[config.mk]
export PLATFORM = sky130hd
export DESIGN_NAME = fwd_hazard_ctrl
export DESIGN_NICKNAME = d
export VERILOG_FILES = /design/src/rtl/fwd_pkg.sv /design/src/rtl/fwd_src_cmp.sv /design/src/rtl/fwd_hazard_ctrl.sv
export SDC_FILE = /design/constraint.sdc
export NUM_CORES = 1
export LEC_CHECK = 0
export BUFFER_PORTS_ARGS = -buffer_cell sky130_fd_sc_hd__buf_2
export CORE_ASPECT_RATIO = 0.75
export CORE_MARGIN = 2
export CORE_UTILIZATION = 40
export CTS_CLUSTER_DIAMETER = 200
export DETAILED_ROUTE_END_ITERATION = 10
export HOLD_SLACK_MARGIN = 0.15
export PLACE_DENSITY = 0.74
export SLEW_MARGIN = 20
export SYNTH_ARGS = -nofsm -noshare
export SYNTH_HDL_FRONTEND = slang
export SYNTH_HIERARCHICAL = 1
export SYNTH_SLANG_ARGS = --single-unit
[constraint.sdc]
create_clock -name clk -period 3.95 [get_ports clk]
set_clock_uncertainty 0.2 [all_clocks]
set_input_delay 0.1975 -clock clk [delete_from_list [all_inputs] [get_ports clk]]
set_output_delay 0.1975 -clock clk [all_outputs]
set_load 0.05 [all_outputs]
[src/rtl/fwd_pkg.sv]
// Shared select encodings and controller state for the forwarding/hazard block.
package fwd_pkg;

  // Forward-select codes presented to the EX operand muxes
  localparam logic [1:0] FWD_RF  = 2'b00;  // register file value
  localparam logic [1:0] FWD_WB  = 2'b01;  // result being written back
  localparam logic [1:0] FWD_MEM = 2'b10;  // ALU result sitting in MEM
  localparam logic [1:0] FWD_LD  = 2'b11;  // load data arriving in MEM

  typedef enum logic {
    RUN      = 1'b0,
    MEM_WAIT = 1'b1
  } fwd_state_e;

endpackage

[src/rtl/fwd_src_cmp.sv]
// One source operand: compares its address against the EX and MEM
// destinations, picks the select for next cycle and flags a load-use hazard.
module fwd_src_cmp
  import fwd_pkg::*;
#(
  parameter int REG_AW      = 3,
  parameter int LOAD_BYPASS = 0
) (
  input  logic [REG_AW-1:0] src_addr,
  input  logic              src_valid,
  input  logic [REG_AW-1:0] ex_dst_addr,
  input  logic              ex_wr,
  input  logic              ex_load,
  input  logic [REG_AW-1:0] mem_dst_addr,
  input  logic              mem_wr,
  output logic [1:0]        next_sel,
  output logic              lu_hit
);

  logic hit_ex;
  logic hit_mem;

  assign hit_ex  = src_valid & ex_wr  & (src_addr == ex_dst_addr);
  assign hit_mem = src_valid & mem_wr & (src_addr == mem_dst_addr);

  // EX is the younger producer so it beats MEM. A non-bypassed load hit
  // yields RF here; the bubble it raises zeroes the register anyway.
  always_comb begin
    next_sel = FWD_RF;
    lu_hit   = 1'b0;
    if (hit_ex) begin
      if (ex_load) begin
        if (LOAD_BYPASS != 0) next_sel = FWD_LD;
        else                  lu_hit   = 1'b1;
      end else begin
        next_sel = FWD_MEM;
      end
    end else if (hit_mem) begin
      next_sel = FWD_WB;
    end
  end

endmodule

[src/rtl/fwd_hazard_ctrl.sv]
// Forwarding + hazard controller: per-source selects computed in ID and
// registered for EX, load-use bubble, and whole-pipe freeze on mem_busy.
module fwd_hazard_ctrl
  import fwd_pkg::*;
#(
  parameter int REG_AW      = 3,
  parameter int NUM_SRC     = 2,
  parameter int LOAD_BYPASS = 0,
  parameter int CNT_W       = 16,
  parameter int WAIT_MAX    = 255
) (
  input  logic                      clk,
  input  logic                      rst,
  input  logic                      flush,
  input  logic [NUM_SRC*REG_AW-1:0] id_src_addr,
  input  logic [NUM_SRC-1:0]        id_src_valid,
  input  logic [REG_AW-1:0]         ex_dst_addr,
  input  logic                      ex_wr,
  input  logic                      ex_load,
  input  logic [REG_AW-1:0]         mem_dst_addr,
  input  logic                      mem_wr,
  input  logic                      mem_busy,
  output logic [2*NUM_SRC-1:0]      fwd_sel,
  output logic                      stall_if_id,
  output logic                      bubble_id_ex,
  output logic                      stall_all,
  output logic [CNT_W-1:0]          lu_stall_cnt,
  output logic [CNT_W-1:0]          mem_stall_cnt,
  output logic                      mem_timeout
);

  localparam int WAIT_W = (WAIT_MAX < 2) ? 1 : $clog2(WAIT_MAX + 1);
  // Entry cycle is uncounted, so the last counted busy cycle is WAIT_MAX-1
  localparam logic [WAIT_W-1:0] WAIT_LAST = WAIT_W'(WAIT_MAX - 1);

  logic [NUM_SRC-1:0][1:0] sel_d;
  logic [NUM_SRC-1:0][1:0] sel_q;
  logic [NUM_SRC-1:0]      lu_vec;
  logic                    lu_hit;
  fwd_state_e              state, state_n;
  logic [WAIT_W-1:0]       wait_cnt;

  for (genvar i = 0; i < NUM_SRC; i++) begin : g_src
    fwd_src_cmp #(
      .REG_AW      (REG_AW),
      .LOAD_BYPASS (LOAD_BYPASS)
    ) u_cmp (
      .src_addr     (id_src_addr[i*REG_AW +: REG_AW]),
      .src_valid    (id_src_valid[i]),
      .ex_dst_addr  (ex_dst_addr),
      .ex_wr        (ex_wr),
      .ex_load      (ex_load),
      .mem_dst_addr (mem_dst_addr),
      .mem_wr       (mem_wr),
      .next_sel     (sel_d[i]),
      .lu_hit       (lu_vec[i])
    );
  end

  assign lu_hit  = |lu_vec;
  assign fwd_sel = sel_q;

  // Next state and hazard outputs; a freeze masks the bubble, flush kills it
  always_comb begin
    state_n      = state;
    stall_all    = 1'b0;
    stall_if_id  = 1'b0;
    bubble_id_ex = 1'b0;
    case (state)
      RUN: begin
        if (mem_busy) begin
          stall_all = 1'b1;
          state_n   = MEM_WAIT;
        end
      end
      MEM_WAIT: begin
        if (mem_busy) stall_all = 1'b1;
        else          state_n   = RUN;
      end
      default: state_n = RUN;
    endcase
    if (!stall_all && !flush && lu_hit) begin
      stall_if_id  = 1'b1;
      bubble_id_ex = 1'b1;
    end
    if (flush) state_n = RUN;
  end

  // State register and the registered forward selects for EX
  always_ff @(posedge clk) begin
    if (rst) begin
      state <= RUN;
      sel_q <= '0;
    end else begin
      state <= state_n;
      if (flush)             sel_q <= '0;
      else if (stall_all)    sel_q <= sel_q;
      else if (bubble_id_ex) sel_q <= '0;
      else                   sel_q <= sel_d;
    end
  end

  // Saturating performance counters
  always_ff @(posedge clk) begin
    if (rst) begin
      lu_stall_cnt  <= '0;
      mem_stall_cnt <= '0;
    end else begin
      if (bubble_id_ex && (lu_stall_cnt != '1))
        lu_stall_cnt <= lu_stall_cnt + 1'b1;
      if (stall_all && (mem_stall_cnt != '1))
        mem_stall_cnt <= mem_stall_cnt + 1'b1;
    end
  end

  // Wait watchdog: restarts on entering MEM_WAIT, timeout is sticky until rst
  always_ff @(posedge clk) begin
    if (rst) begin
      wait_cnt    <= '0;
      mem_timeout <= 1'b0;
    end else if (mem_busy && !flush) begin
      if (state == RUN) begin
        wait_cnt <= '0;
      end else begin
        if (wait_cnt == WAIT_LAST) mem_timeout <= 1'b1;
        else                       wait_cnt    <= wait_cnt + 1'b1;
      end
    end
  end

endmodule

==> results of run 1 <==
==> synth_stat cells, types with 3 or more instances <==
master / n
nand3_1: 18
nor3_1: 9
and4_1: 3
or4_1: 9
a211oi_1: 4
nand2_1: 16
o31ai_1: 5
ha_1: 4
mux2_2: 3
nor4_1: 6
or3_1: 9
nor2b_1: 3
a22o_1: 4
nand2b_1: 5
inv_1: 10
nand4_1: 9
nor2_1: 23
clkbuf_1: 4
o21ai_0: 14
and2_1: 4
dfxtp_1: 46
a21oi_1: 24
nor4_2: 4
xor2_1: 12
and3_1: 5
xnor2_1: 3
==> routing by layer <==
layer,track usage (%),vias up,wire length (um)
met2,28.7,59,3010
met5,0,-,0
met1,23.9,1176,3160
met3,4.09,16,246
li1,-,1254,-
met4,9.55,0,151
==> stage by stage <==
stage               hold WS (ns)  instances
floorplan                  0.184        297
global placement           0.268        429
detailed placement         0.274        429
CTS                        0.155        442
global route               0.168        442
finish                     0.175        442
==> how the worst max path moves through the flow <==
stage | start | end | slack (ns) | cells past startpoint
final | ex_load | fwd_sel[1]$_SDFFE_PP0N_ | 1.42 | 7
after global routing | ex_load | fwd_sel[1]$_SDFFE_PP0N_ | 1.25 | 7
after CTS | ex_load | fwd_sel[1]$_SDFFE_PP0N_ | 1.43 | 7
after detailed placement | id_src_addr[2] | lu_stall_cnt[13]$_SDFFE_PP0P_ | 1.45 | 8
after global placement | id_src_addr[5] | lu_stall_cnt[13]$_SDFFE_PP0P_ | 1.58 | 8
after floorplan | id_src_addr[5] | lu_stall_cnt[13]$_SDFFE_PP0P_ | 1.64 | 8
==> cell families after synthesis <==
family / Yosys count / share of synthesized area (%)
compound gates: 67 / 16.9
xor+xnor: 15 / 5.09
fa+ha+maj: 4 / 1.94
buf+inv: 19 / 3.93
flops: 46 / 35.7
mux: 5 / 2.08
simple gates: 141 / 34.4
==> registers in the layout, indices dropped and copies added, names as in the netlist <==
| signal | cells |
|---|---|
| state | 1 |
| mem_stall_cnt | 16 |
| lu_stall_cnt | 16 |
| mem_timeout | 1 |
| fwd_sel | 4 |
| wait_cnt | 8 |
==> where the power goes <==
part | leakage, nW | switching [mW] | total (mW) | internal [mW]
logic | 0.832 | 0.0474 | 0.0738 | 0.0264
registers | 0.371 | 0.00406 | 0.470 | 0.466
clock network | 0.0441 | 0.171 | 0.296 | 0.125
total | 1.25 | 0.223 | 0.840 | 0.617
==> area by class of cell <==
type | instances | area, sq um | area share, %
Clock buffer | 5 | 68.8 | 2.25
Clock inverter | 3 | 21.3 | 0.695
Inverter | 10 | 37.5 | 1.23
Multi-Input combinational cell | 232 | 1560 | 51.0
Sequential cell | 46 | 921 | 30.1
Tap cell | 81 | 101 | 3.31
Timing Repair Buffer | 65 | 350 | 11.5
==> critical path, stage by stage <==
cell and delay (ns):
dlygate4sd3_1 0.54, buf_2 0.14, and2_1 0.14, or2_2 0.36
nor4_1 0.47, a22o_1 0.20, dlygate4sd3_1 0.54
==> flow_summary.yaml, run 1 <==
run_status:
  status: "complete, no violations"
timing:
  hold_violations: 0
  finalMaxSlewViolations: 0
  setup_ws_ns: 1.42
  fin_setup_tns_ns: 0
  period_needed_ns: 2.53
  fin_crit_sh_pct: 64.0
  rsz0062_at_grt: "false"
  slew_headroom_pct: 42.6
  setup_viol: 0
  fmax_ghz: 0.395
  worstMarginPinSlew_ns: 0.861
worst_setup_path:
  crit_type: "in -> reg"
  startpoint_type: "primary input"
  worstReg2RegStart: "lu_stall_cnt[0]$_SDFFE_PP0P_"
  worstPathRequired_ns: 4.00
  critPathCaptureType: "flip-flop"
  cp.arrival_ns: 2.58
  r2r-end: "lu_stall_cnt[8]$_SDFFE_PP0P_"
  reg2reg_slack_ns: 1.81
  crit_path_max_fanout: 7
  reg2reg_depth: 5
grt:
  grt_pass1_wl_mm: 10.8
  antenna_found_initial: 0
  overflow: 0
  grtUsageTotal_pct: 18.3
  grt_max_degree: 52
  grt_pass1_vias: 2352
clocking:
  worstSkewPairLatency_ns: 0.30
  cts_hold_buf: 5
  numClockSinks: 46
  cts_buffers: 5
  htree_levels: 2
  cts_resized: 0
  post_cts_buffers: 0
  clk_transition_reported_paths_ns: 0.09
  cts_buffer_depth: 2
  root_buffer: "clkbuf_8"
  cts_tree: "done"
floorplan:
  pin_count: 61
  die_h_um: 73.6
  die_w_um: 96.8
  fp.dieArea_sq_mm: 0.00712
  initial_core_util_pct: 41.1
  core-area_sq_mm: 0.00629
  row_count: 25
synth:
  synth_edf_count: 0
  synth_cells: 297
  synth_ff_type: "dfxtp_1"
  synth_seq_cells: 46
  yosysTopAreaCell: "dfxtp_1"
  synthArstFlopShare_pct: 0
  syn_area_sq_mm: 0.00258
  yosysSeqAreaShare_pct: 35.7
  syn-num-nets: 322
  ys_types: 58
  yosys.area.top_type_share_pct: 35.7
  avgSynthCellArea_sq_um: 8.69
  yosys_warnings: 6
  synth_area_leaders: "dfxtp_1 36%, a21oi_1 4.7%, xor2_1 4.1%"
finish:
  fillCellCount: 608
  diodes: 0
  drive_gt1_share_pct: 24.9
  nets: 385
  syn_to_final_growth_pct: 18.5
  final_common_cell: "buf_2"
  finish.utilization_pct: 48.7
  layout_common_cells: "60 x buf_2, 46 x dfxtp_1, 24 x a21oi_1"
  postLayoutCellArea_sq_mm: 0.00306
place:
  place_ws_ns: 1.45
  placed_cell_area_sq_mm: 0.00292
  hpwl_mm: 4.75
  place_congestion: 0.847
  port-buffer-count: 60
power:
  ir_drop_mv: 0.105
  design_power_total_uw: 840
  power_density_mw_per_mm2: 275
  leakage_nw: 1.25
min_path:
  hold_class: "in -> reg"
  whs_path_depth: 4
  min_from: "id_src_valid[1]"
  whs_endpoint: "fwd_sel[2]$_SDFFE_PP0N_"
routing:
  antenna_left: 0
  dr.pass1.iters: 4
  num_vias: 2505
  drt-total-wl_mm: 6.57
  wire_per_inst_um: 14.9
  drt_iter0_markers: 124
  viasPerCell: 5.67
  remaining_drc_errors: 0
flow_run:
  maxCapViolCount: 0
No activity file was read; power rests on OpenSTA's default activity.
==> run 2: changes to the inputs <==
==> constraint.sdc (replaced) <==
create_clock -name clk -period 2.6 [get_ports clk]
set_clock_uncertainty 0.2 [all_clocks]
set_input_delay 0.13 -clock clk [delete_from_list [all_inputs] [get_ports clk]]
set_output_delay 0.13 -clock clk [all_outputs]
set_load 0.05 [all_outputs]
==> flow_summary.yaml, run 2 (synthesis gave the netlist of run 1 again) <==
floorplan:
  initial_core_util_pct: 41.1
  row_count: 25
  die_h_um: 73.6
  die_w_um: 96.8
  pin_count: 61
  core-area_sq_mm: 0.00629
  fp.dieArea_sq_mm: 0.00712
routing:
  viasPerCell: 5.73
  num_vias: 2538
  remaining_drc_errors: 0
  drt-total-wl_mm: 6.57
  drt_iter0_markers: 123
  dr.pass1.iters: 4
  wire_per_inst_um: 14.8
  antenna_left: 0
timing:
  slew_headroom_pct: 40.5
  fin_crit_sh_pct: 88.9
  fin_setup_tns_ns: 0
  setup_viol: 0
  rsz0062_at_grt: "false"
  setup_ws_ns: 0.289
  fmax_ghz: 0.433
  period_needed_ns: 2.31
  worstMarginPinSlew_ns: 0.892
  hold_violations: 0
  finalMaxSlewViolations: 0
finish:
  top_regs: "lu_stall_cnt x16, mem_stall_cnt x16, wait_cnt x8"
  layout_common_cells: "60 x buf_2, 46 x dfxtp_1, 24 x a21oi_1"
  final_common_cell: "buf_2"
  drive_gt1_share_pct: 24.6
  fillCellCount: 589
  nets: 387
  syn_to_final_growth_pct: 19.1
  diodes: 0
worst_setup_path:
  reg2reg_depth: 5
  cp_slowest_cell: "dlygate4sd3_1"
  critPathCaptureType: "flip-flop"
  crit_path_max_fanout: 7
  crit_chain: "dlygate4sd3_1 > buf_2 > and2_1 > or2_2 > nor4_2 > a22o_1 > dlygate4sd3_1"
  worstReg2RegStart: "lu_stall_cnt[0]$_SDFFE_PP0P_"
  r2r-end: "lu_stall_cnt[3]$_SDFFE_PP0P_"
  startpoint_type: "primary input"
  critPathMostFrequentCell: "dlygate4sd3_1"
  cp.arrival_ns: 2.36
  critPathMaxStageDelay_ns: 0.54
  worstPathRequired_ns: 2.65
  crit_type: "in -> reg"
  reg2reg_slack_ns: 0.47
clocking:
  worstSkewPairLatency_ns: 0.31
  clk_transition_reported_paths_ns: 0.08
  cts_buffer_depth: 2
  htree_levels: 2
  cts_buffers: 5
  numClockSinks: 46
  post_cts_buffers: 0
  cts_tree: "done"
  root_buffer: "clkbuf_8"
min_path:
  whs_endpoint: "fwd_sel[2]$_SDFFE_PP0N_"
  hold_class: "in -> reg"
  whs_path_depth: 4
  min_from: "mem_dst_addr[0]"
place:
  place_congestion: 0.846
  port-buffer-count: 60
  place_ws_ns: 0.183
  hpwl_mm: 4.74
grt:
  grtUsageTotal_pct: 18.1
  grt_pass1_wl_mm: 10.7
  overflow: 0
  grt_pass1_vias: 2326
  grt_max_degree: 52
  antenna_found_initial: 0
power:
  design_power_total_mw: 1.26
  leakage_nw: 1.25
  ir_drop_mv: 0.188
  power_density_mw_per_mm2: 409
run_status:
  status: "complete, no violations"
flow_run:
  maxCapViolCount: 0
run 2: worst max-delay path, delay by kind of cell:
family / cells / cell delay [ns]
and+or+nand+nor: 3 / 0.82
buffers and inverters: 3 / 1.22
AOI/OAI and AO/OA: 1 / 0.18
run 2: per-layer routing:
layer | vias up | GRT usage, % | wire, um
met1 | 1209 | 23.1 | 3120
met2 | 68 | 29.1 | 3050
li1 | 1246 | - | -
met3 | 15 | 4.57 | 278
met4 | 0 | 8.92 | 127
met5 | - | 0 | 0
run 2: worst max path at each step:
stage / startpoint / endpoint / cells after the start
6_report: ex_load / fwd_sel[1]$_SDFFE_PP0N_ / 7
5_1_grt: ex_load / fwd_sel[1]$_SDFFE_PP0N_ / 7
4_1_cts: ex_load / fwd_sel[1]$_SDFFE_PP0N_ / 7
3_5_place_dp: id_src_addr[5] / lu_stall_cnt[13]$_SDFFE_PP0P_ / 8
3_3_place_gp: id_src_addr[5] / lu_stall_cnt[13]$_SDFFE_PP0P_ / 8
2_1_floorplan: id_src_addr[5] / lu_stall_cnt[13]$_SDFFE_PP0P_ / 8
run 2: timing repair:
item	CTS	global route
endpoints found under the setup margin	0	1
hold buffers	7	0
gates resized for setup	0	1
hold endpoints to repair	12	0
run 2: per-stage QoR:
stage	instances	utilization (%)	area [sq um]	hold WS, ns
2_1_floorplan	297	-	2580	0.117
3_3_place_gp	429	46.4	2920	0.268
3_5_place_dp	429	46.4	2920	0.271
4_1_cts	443	48.8	3070	0.155
5_1_grt	443	48.9	3080	0.171
6_report	443	48.9	3080	0.160
run 2: power by group:
| part | total [mW] | leakage (nW) | switching (mW) | internal (mW) |
|---|---|---|---|---|
| Combinational | 0.115 | 0.839 | 0.0724 | 0.0422 |
| Clock | 0.430 | 0.0373 | 0.245 | 0.185 |
| Sequential | 0.715 | 0.371 | 0.00635 | 0.708 |
run 2: final cells by class:
class	instances	area [sq um]	share of cell area [%]
tap	81	101	3.30
clock inverter	1	7.51	0.244
timing repair buffer	67	370	12.0
inverter	10	37.5	1.22
sequential	46	921	29.9
multi-input combinational	232	1570	50.9
clock buffer	6	72.6	2.36
==> run 3: changes to the inputs <==
--- a/config.mk
+++ b/config.mk
@@ -8,11 +8,11 @@
 export BUFFER_PORTS_ARGS = -buffer_cell sky130_fd_sc_hd__buf_2
 export CORE_ASPECT_RATIO = 0.75
 export CORE_MARGIN = 2
-export CORE_UTILIZATION = 40
+export CORE_UTILIZATION = 54
 export CTS_CLUSTER_DIAMETER = 200
 export DETAILED_ROUTE_END_ITERATION = 10
 export HOLD_SLACK_MARGIN = 0.15
-export PLACE_DENSITY = 0.74
+export PLACE_DENSITY = 0.92
 export SLEW_MARGIN = 20
 export SYNTH_ARGS = -nofsm -noshare
 export SYNTH_HDL_FRONTEND = slang
==> flow_summary.yaml, run 3 (synthesis gave the netlist of run 1 again) <==
finish:
  fillCellCount: 365
  syn_to_final_growth_pct: 17.6
  finish.utilization_pct: 67.2
  postLayoutCellArea_sq_mm: 0.00304
  nets: 386
  diodes: 0
  layout_common_cells: "60 x buf_2, 46 x dfxtp_1, 24 x a21oi_1"
  top_regs: "lu_stall_cnt x16, mem_stall_cnt x16, wait_cnt x8"
  final_common_cell: "buf_2"
  drive_gt1_share_pct: 24.6
  stdcell_count: 419
floorplan:
  initial_core_util_pct: 57.1
  pin_count: 61
  die_h_um: 63.9
  row_count: 21
  fp.dieArea_sq_mm: 0.00535
  die_w_um: 83.8
  core-area_sq_mm: 0.00452
grt:
  antenna_found_initial: 0
  overflow: 0
  grt_pass1_wl_mm: 11.1
  grt_max_degree: 52
  grt_pass1_vias: 2462
  grtUsageTotal_pct: 25.4
clocking:
  cts_tree: "done"
  cts_resized: 0
  clk_transition_reported_paths_ns: 0.09
  root_buffer: "clkbuf_8"
  htree_levels: 2
  numClockSinks: 46
  cts_buffer_depth: 2
  cts_buffers: 5
  worstSkewPairLatency_ns: 0.31
routing:
  num_vias: 2658
  drt-total-wl_mm: 6.81
  wire_per_inst_um: 16.2
  dr.pass1.iters: 5
  viasPerCell: 6.34
  drt_iter0_markers: 186
  antenna_left: 0
  remaining_drc_errors: 0
timing:
  worstMarginPinSlew_ns: 0.883
  fin_hold_ws_ns: 0.208
  fin_setup_tns_ns: 0
  slew_headroom_pct: 41.1
  fmax_ghz: 0.402
  setup_ws_ns: 0.115
  rsz0062_at_grt: "false"
  setup_viol: 0
  period_needed_ns: 2.49
  finalMaxSlewViolations: 0
  fin_crit_sh_pct: 95.6
  hold_violations: 0
place:
  hpwl_mm: 4.62
  place_congestion: 0.851
  place_ws_ns: 0.183
  placed_cell_area_sq_mm: 0.00289
  placed_cells: 405
  port-buffer-count: 60
power:
  power_density_mw_per_mm2: 417
  ir_drop_mv: 0.299
  design_power_total_mw: 1.27
  leakage_nw: 1.25
worst_setup_path:
  crit_path_max_fanout: 7
  crit_type: "in -> reg"
  reg2reg_slack_ns: 0.51
  critPathCaptureType: "flip-flop"
  worstPathRequired_ns: 2.60
  cp.arrival_ns: 2.48
  startpoint_type: "primary input"
run_status:
  status: "complete, no violations"
min_path:
  hold_class: "in -> reg"
flow_run:
  maxCapViolCount: 0
run 3: cell types whose count changed in the layout (fill, tap and decap cells not counted):
| cell | before | now |
|---|---|---|
| nor4_2 | 5 | 4 |
| clkinv_2 | 0 | 1 |
| nor4_1 | 5 | 6 |
| dlygate4sd3_1 | 7 | 6 |
| clkinvlp_4 | 1 | 0 |
| clkinv_4 | 0 | 1 |
run 3: final cells by class:
cell class | instances | area [sq um] | area share [%]
Multi-Input combinational cell | 232 | 1560 | 51.4
Clock inverter | 2 | 13.8 | 0.453
Inverter | 10 | 37.5 | 1.24
Tap cell | 57 | 71.3 | 2.35
Timing Repair Buffer | 66 | 360 | 11.9
Sequential cell | 46 | 921 | 30.3
Clock buffer | 6 | 72.6 | 2.39
run 3: worst paths after layout:
path,start,to,cells past startpoint
worst max-delay path,id_src_valid[0],lu_stall_cnt[13]$_SDFFE_PP0P_,9
worst min register to register,mem_timeout$_SDFFE_PP0P_,mem_timeout$_SDFFE_PP0P_,2
worst max register to register,lu_stall_cnt[0]$_SDFFE_PP0P_,lu_stall_cnt[2]$_SDFFE_PP0P_,5
worst min-delay path,id_src_addr[3],fwd_sel[2]$_SDFFE_PP0N_,4
run 3: metal layers:
layer  part of all wire, %  wire [um]  track usage, %  vias to the layer above
li1                      -          -               -                     1252
met1                    41       2800            31.3                     1246
met2                    47       3190            40.5                      130
met3                   8.3        563            6.33                       30
met4                   3.8        258            15.1                        0
met5                     0          0               0                        -
run 3: critical path, stage by stage:
cell           delay [ns]
dlygate4sd3_1        0.52
buf_2                0.12
nand2_1              0.06
nor4_2               0.28
and2_1               0.23
or2_2                0.19
nand3_1              0.18
a2111oi_2            0.38
mux2_2               0.38
run 3: power breakdown:
part	leakage, nW	internal, mW	total (mW)	switching (mW)
Combinational	0.832	0.0417	0.115	0.0729
Clock	0.0452	0.190	0.438	0.248
Sequential	0.371	0.708	0.714	0.00550
Total	1.25	0.940	1.27	0.327
run 3: timing repair:
| action | in CTS | in global routing |
|---|---|---|
| hold endpoints to repair | 12 | 0 |
| setup buffers | 0 | 0 |
| hold buffers | 6 | 0 |
| endpoints found under the setup margin | 0 | 0 |
